### src/rtl/timer_arb_pkg.sv
// Shared definitions for the interval timer arbiter: FSM encoding, default sizes
// and the one-hot helper used to build the grant vector.
package timer_arb_pkg;

    localparam int DEF_NUM_REQ = 4;
    localparam int DEF_CNT_W   = 7;
    localparam int MAX_REQ     = 8;

    typedef enum logic {
        ST_IDLE = 1'b0,
        ST_RUN  = 1'b1
    } state_t;

    function automatic logic [MAX_REQ-1:0] onehot(input logic [2:0] idx);
        logic [MAX_REQ-1:0] v;
        v      = '0;
        v[idx] = 1'b1;
        return v;
    endfunction

endpackage

### src/rtl/rr_arbiter.sv
// Combinational round-robin pick: first set request at or after ptr, wrapping.
module rr_arbiter
    import timer_arb_pkg::*;
#(
    parameter int NUM_REQ = DEF_NUM_REQ,
    parameter int IDX_W   = $clog2(NUM_REQ)
) (
    input  logic [NUM_REQ-1:0] req,
    input  logic [IDX_W-1:0]   ptr,
    output logic [IDX_W-1:0]   sel,
    output logic               valid
);

    logic [IDX_W-1:0] idx;

    always_comb begin
        sel   = '0;
        valid = 1'b0;
        idx   = '0;
        for (int i = 0; i < NUM_REQ; i++) begin
            idx = IDX_W'((int'(ptr) + i) % NUM_REQ);
            if (!valid && req[idx]) begin
                valid = 1'b1;
                sel   = idx;
            end
        end
    end

endmodule

### src/rtl/interval_timer_arbiter.sv
// One interval counter shared round-robin between NUM_REQ requesters; the owner
// gets len+1 RUN cycles and a done pulse on the last one.
module interval_timer_arbiter
    import timer_arb_pkg::*;
#(
    parameter int NUM_REQ = DEF_NUM_REQ,
    parameter int CNT_W   = DEF_CNT_W
) (
    input  logic                     sys_clk,
    input  logic                     sys_rst,
    input  logic [NUM_REQ-1:0]       req,
    input  logic [NUM_REQ*CNT_W-1:0] req_len,
    output logic [NUM_REQ-1:0]       grant,
    output logic [NUM_REQ-1:0]       done,
    output logic                     busy,
    output logic [CNT_W-1:0]         cnt_dbg
);

    localparam int IDX_W = $clog2(NUM_REQ);

    state_t           state;
    logic [IDX_W-1:0] ptr;
    logic [IDX_W-1:0] sel_q;
    logic [IDX_W-1:0] arb_sel;
    logic             arb_valid;
    logic [CNT_W-1:0] cnt;
    logic [CNT_W-1:0] len_q;
    logic             terminal;

    rr_arbiter #(
        .NUM_REQ (NUM_REQ),
        .IDX_W   (IDX_W)
    ) u_rr (
        .req   (req),
        .ptr   (ptr),
        .sel   (arb_sel),
        .valid (arb_valid)
    );

    assign terminal = (cnt == len_q);

    // Terminal count is compared against the latched length, so the counter stops at len_q.
    always_ff @(posedge sys_clk) begin
        if (sys_rst) begin
            state <= ST_IDLE;
            grant <= '0;
            cnt   <= '0;
            len_q <= '0;
            sel_q <= '0;
            ptr   <= '0;
        end else begin
            case (state)
                ST_IDLE: begin
                    if (arb_valid) begin
                        state <= ST_RUN;
                        sel_q <= arb_sel;
                        len_q <= req_len[arb_sel*CNT_W +: CNT_W];
                        cnt   <= '0;
                        grant <= NUM_REQ'(onehot(3'(arb_sel)));
                    end
                end
                ST_RUN: begin
                    // Abort or completion both release the counter and rotate priority.
                    if (terminal || !req[sel_q]) begin
                        state <= ST_IDLE;
                        grant <= '0;
                        cnt   <= '0;
                        ptr   <= (sel_q == IDX_W'(NUM_REQ - 1)) ? '0 : sel_q + 1'b1;
                    end else begin
                        cnt <= cnt + 1'b1;
                    end
                end
                default: state <= ST_IDLE;
            endcase
        end
    end

    assign done    = (state == ST_RUN && terminal) ? grant : '0;
    assign busy    = (state == ST_RUN);
    assign cnt_dbg = cnt;

endmodule

### config.mk
export PLATFORM = sky130hd
export DESIGN_NAME = interval_timer_arbiter
export DESIGN_NICKNAME = d
export VERILOG_FILES = /design/src/rtl/timer_arb_pkg.sv /design/src/rtl/rr_arbiter.sv /design/src/rtl/interval_timer_arbiter.sv
export SDC_FILE = /design/constraint.sdc
export NUM_CORES = 1
export LEC_CHECK = 0
export ABC_CLOCK_PERIOD_IN_PS = 3600
export CELL_PAD_IN_SITES_DETAIL_PLACEMENT = 1
export CELL_PAD_IN_SITES_GLOBAL_PLACEMENT = 1
export CORE_ASPECT_RATIO = 1.25
export CORE_MARGIN = 3
export CORE_UTILIZATION = 36
export CTS_BUF_LIST = sky130_fd_sc_hd__clkbuf_16
export DETAILED_ROUTE_END_ITERATION = 12
export PLACE_DENSITY_LB_ADDON = 0.12
export SYNTH_ARGS = -nofsm -noshare
export SYNTH_HDL_FRONTEND = slang
export SYNTH_SLANG_ARGS = --single-unit
### constraint.sdc
create_clock -name sys_clk -period 3.6 [get_ports sys_clk]
set_input_delay 0.72 -clock sys_clk [delete_from_list [all_inputs] [get_ports sys_clk]]
set_output_delay 0.72 -clock sys_clk [all_outputs]
set_load 0.05 [all_outputs]
# Yosys cells after proc, flatten, opt, wreduce, memory -nomap -nowiden
# Cells that the tools add are included.
# W data, S select, Z words.
# word_totals
out_inout_bits	16
reg_bits	23
# op_classes
n_reduce_logical	13
n_addsub	5
n_lt_le_gt_ge	7
bitwise_logic	1
shifts	1
mul	1
mux	31
n_eq_ne	4
# op_table
op	count
$shiftx A28 B6 Y7	1
$lt A2 B3 Y1 const B	5
$mux W7	2
$pmux W7 S2	1
$mux W1	12
$mux W4	3
$bmux W1 S2	5
$mux W2	5
$pmux W4 S2	1
$add A7 B1 Y7 const B	1
$eq A7 B7 Y1	1
$reduce_and A2 Y1	3
$logic_and A1 B1 Y1	5
$mul A2 B3 Y5 const B	1
$add A2 B1 Y2 const B	2
$add A2 B2 Y2 const B	2
$logic_not A1 Y1	4
$lt A2 B4 Y1 const B	1
$demux W1 S2	1
$eq A2 B2 Y1 const B	1
$ge A2 B1 Y1 const B	1
$ne A2 B1 Y1 const B	1
$ne A2 B2 Y1 const B	1
$pmux W1 S2	1
other kinds (2)	2

# Depth between registers and ports, before layout
# logic_depth
depth_word	18
ltp_mapped	8
mapped_depth_nobuf	6

# Hierarchy
# From an unflattened synthesis, not the netlist that was laid out.
# unflattened
hier_cells	161
area_unflattened_um2	1353.8
# modules_own_cells
module	area_per_inst_um2	n_inst	cells_per_inst
interval_timer_arbiter	1276.2	1	146
rr_arbiter	77.6	1	15

# Worst setup path after synthesis
# OpenSTA, ideal clock, no wires.
# synth_timing
path_type	register to output
startpoint	reg cnt[3], in the netlist cnt_dbg[3]
endpoint	out done[0]
slack_ns	0.879
path_stages_with_launch	6
arrival_ns	2.001
cell_sequence	dfxtp_1 -> xor2_1 -> nor4_4 -> nand2_2 -> nor2_1 -> and2_1
# synth_via
elab_chain_len	3
# synth_lines
element	line_no	source
start, declared	interval_timer_arbiter.sv:26	logic [CNT_W-1:0] cnt;
start signal, assigned	interval_timer_arbiter.sv:70	cnt <= cnt + 1'b1;
$eq A7 B7 Y1	interval_timer_arbiter.sv:40	assign terminal = (cnt == len_q);
$logic_and A1 B1 Y1	interval_timer_arbiter.sv:78	assign done = (state == ST_RUN && terminal) ? grant : '0;
$mux W4	interval_timer_arbiter.sv:78	
end, declared	interval_timer_arbiter.sv:14	output logic [NUM_REQ-1:0] done,
# No other way between the ends.

# Worst setup path after layout
# layout_timing
startpoint	reg cnt[0], in the netlist cnt_dbg[0]
endpoint	out done[0]
# The elaborated chain is that of the path after synthesis.

==> impl_metrics.ini <==
[clock_tree]
cts_buffers = 3
numClockSinks = 23
cts-root-buf = clkbuf_16
post_cts_buffers = 0
path_clk_slew_ps = 60
clock_latency_ps = 260
cts.repair.resized = 0
cts.htree.levels = 1
cts_buffer_depth = 2
cts_hold_buf = 0
cts_tree = done

[worst_setup_path]
cp_slowest_cell = clkdlybuf4s50_1
crit_chain = xor2_1 -> nor3_1 -> nand2_2 -> nor2_1 -> and2_1 -> clkdlybuf4s50_1
crit_path_end_kind = output pin
crit_arrival_ps = 2730
crit_fanout = 5
cp_num_buf_inv = 1
slowest_delay_ps = 810
critPathLaunchType = register
required_ps = 2880
crit_type = reg -> out
cpLargestDelayFamily = simple AND/OR/NAND/NOR gates

[placed_design]
gp_congestion = 0.868
place_area_sq_um = 2000
dp_slack_ps = 469
io_buffer_count = 49
dpl.hpwl_mm = 3.70

[cells_and_area]
mostFrequentLayoutCells = 49 x clkdlybuf4s50_1, 23 x dfxtp_1, 14 x nand2_1, 13 x mux2i_1, 11 x a21oi_1
diodes = 0
final_common_cell = clkdlybuf4s50_1
area_delta_synth_final_pct = 37.6
final_nets = 248
postLayoutCellArea_sq_um = 2080
drive_above_1_share_pct = 11.4

[synth]
ys_seq_area_share_pct = 30.4
synth_adder_area_share_pct = 1.65
synth_edf_count = 0
avgSynthCellArea_sq_um = 9.12
yosysTopAreaCell = dfxtp_1
netlist_instances = 166
synth_top_area_share_pct = 30.4
syn_area_sq_um = 1510
synth.area.top_cells = dfxtp_1 30%, mux2i_1 8.6%, buf_6 4.5%
ys_warn_count = 0
yosys.area_share.simple_pct = 24.6
synth_top_family_by_area = simple AND/OR/NAND/NOR gates
synthFlopType = dfxtp_1
async_flop_share_pct = 0
synth.distinct_cells = 40
synth_compound_area_share_pct = 22.1
synthMuxAreaShare_pct = 10.8
ys_ff_latch = 23
synth_xor_area_share_pct = 4.05
syn-num-nets = 202

[detailed_routing]
drc = 0
via_per_inst = 5.51
wl_per_cell_um = 17.5
drt_iter0_drc = 29
drtPass1Iterations = 4
routed_wl_mm = 4.64
detail-route-antenna-nets = 0
num_vias = 1459

[sta]
clock_skew_ps = 5.65
fin_ws_ps = 153
finalWorstPathRequiredPeriod_ps = 3450
hold_viol_final = 0
max_slew_margin_pct = 44.4
rsz0062_at_grt = false
worst_slew_pin_slew_ps = 834
tns_ps = 0
slew_violations = 0
finalSetupViolCount = 0
fmax_ghz = 0.290
fin_crit_sh_pct = 95.7

[job]
cap_violations = 0

[power]
finalPower_w = 0.000800
ir_worst_vdd_mv = 0.146
powerDensity_nw_per_um2 = 384
power.leakage_nw = 0.763

[global_route]
use_met1_pct = 21.3
first_global_vias = 1543
busiest_layer = met2
groute.usage.overall_pct = 18.8
grt_pass1_wl_mm = 7.41
grt_max_degree = 18
grt_overflow = 0
grt_use_met3_pct = 2.72
antenna_found_initial = 0
use_met2_pct = 34.5

[floorplan]
die_y_um = 78.5
ios = 50
die_w_um = 64
start_util_pct = 38.7
core_region_area_sq_um = 3910
num_rows = 25
die-area_sq_um = 5020

[hold_path]
hold_class = reg -> reg

[status]
status = complete, no violations
## metrics by stage
| stage | hold WS, ps | utilization [%] | std cells |
|---|---|---|---|
| floorplan | 458 | - | 166 |
| global placement | 482 | 51.2 | 261 |
| detailed placement | 503 | 51.2 | 261 |
| CTS | 506 | 53.3 | 265 |
| global route | 534 | 53.3 | 265 |
| finish | 503 | 53.3 | 265 |
## report_power, final
part / internal [W] / switching, W
sequential: 0.000278 / 0.0000238
combinational: 0.000111 / 0.000143
clock: 0.000150 / 0.0000953
total: 0.000538 / 0.000262
## worst paths after layout
kind                   start  endpoint  slack, ps  depth (start not counted)
setup / recovery  cnt_dbg[0]   done[0]        150                          6
hold reg to reg     grant[3]  grant[3]        500                          2
hold / removal      grant[3]  grant[3]        500                          2
setup reg to reg      ptr[0]  len_q[5]       1600                          5
## cells in the mapped netlist, types with 5 or more instances
cell type  number
a211oi_1        5
a21oi_1        11
and2_1          5
buf_6           6
dfxtp_1        23
mux2i_1        13
nand2_1        14
nand3_1         8
nor2_1          6
nor3_1          7
nor4_1          5
o21a_1          5
xor2_1          7
## metal layers
metal | vias up | part of all wire (%)
met5 | - | 0
met4 | 0 | 2.3
met3 | 11 | 3.8
met2 | 40 | 54
met1 | 706 | 40
li1 | 702 | -
## worst min-delay path: stages (launching register included)
cell and delay, ps:
dfxtp_1 320, o21ai_1 70, a21oi_1 60
## layout make-up
type	count	area (sq um)
Timing Repair Buffer	51	505
Tap cell	54	67.6
Sequential cell	23	460
Fill cell	473	1830
Clock inverter	1	5.00
Clock buffer	3	75.1
Multi-Input combinational cell	130	958
Inverter	3	11.3
## cell families after synthesis
kind of cell,count (synthesis)
AND/OR/NAND/NOR,63
multiplexers,15
adder cells (fa/ha/maj),2
flip-flops,23
XOR/XNOR,7
buffers and inverters,13
AO/OA/AOI/OAI,43
## flip-flops by register name (all words and copies together), names as in the netlist
signal   cells
busy         1
cnt_dbg      7
grant        4
len_q        7
ptr          2
sel_q        2
(Power assumes the default switching activity.)
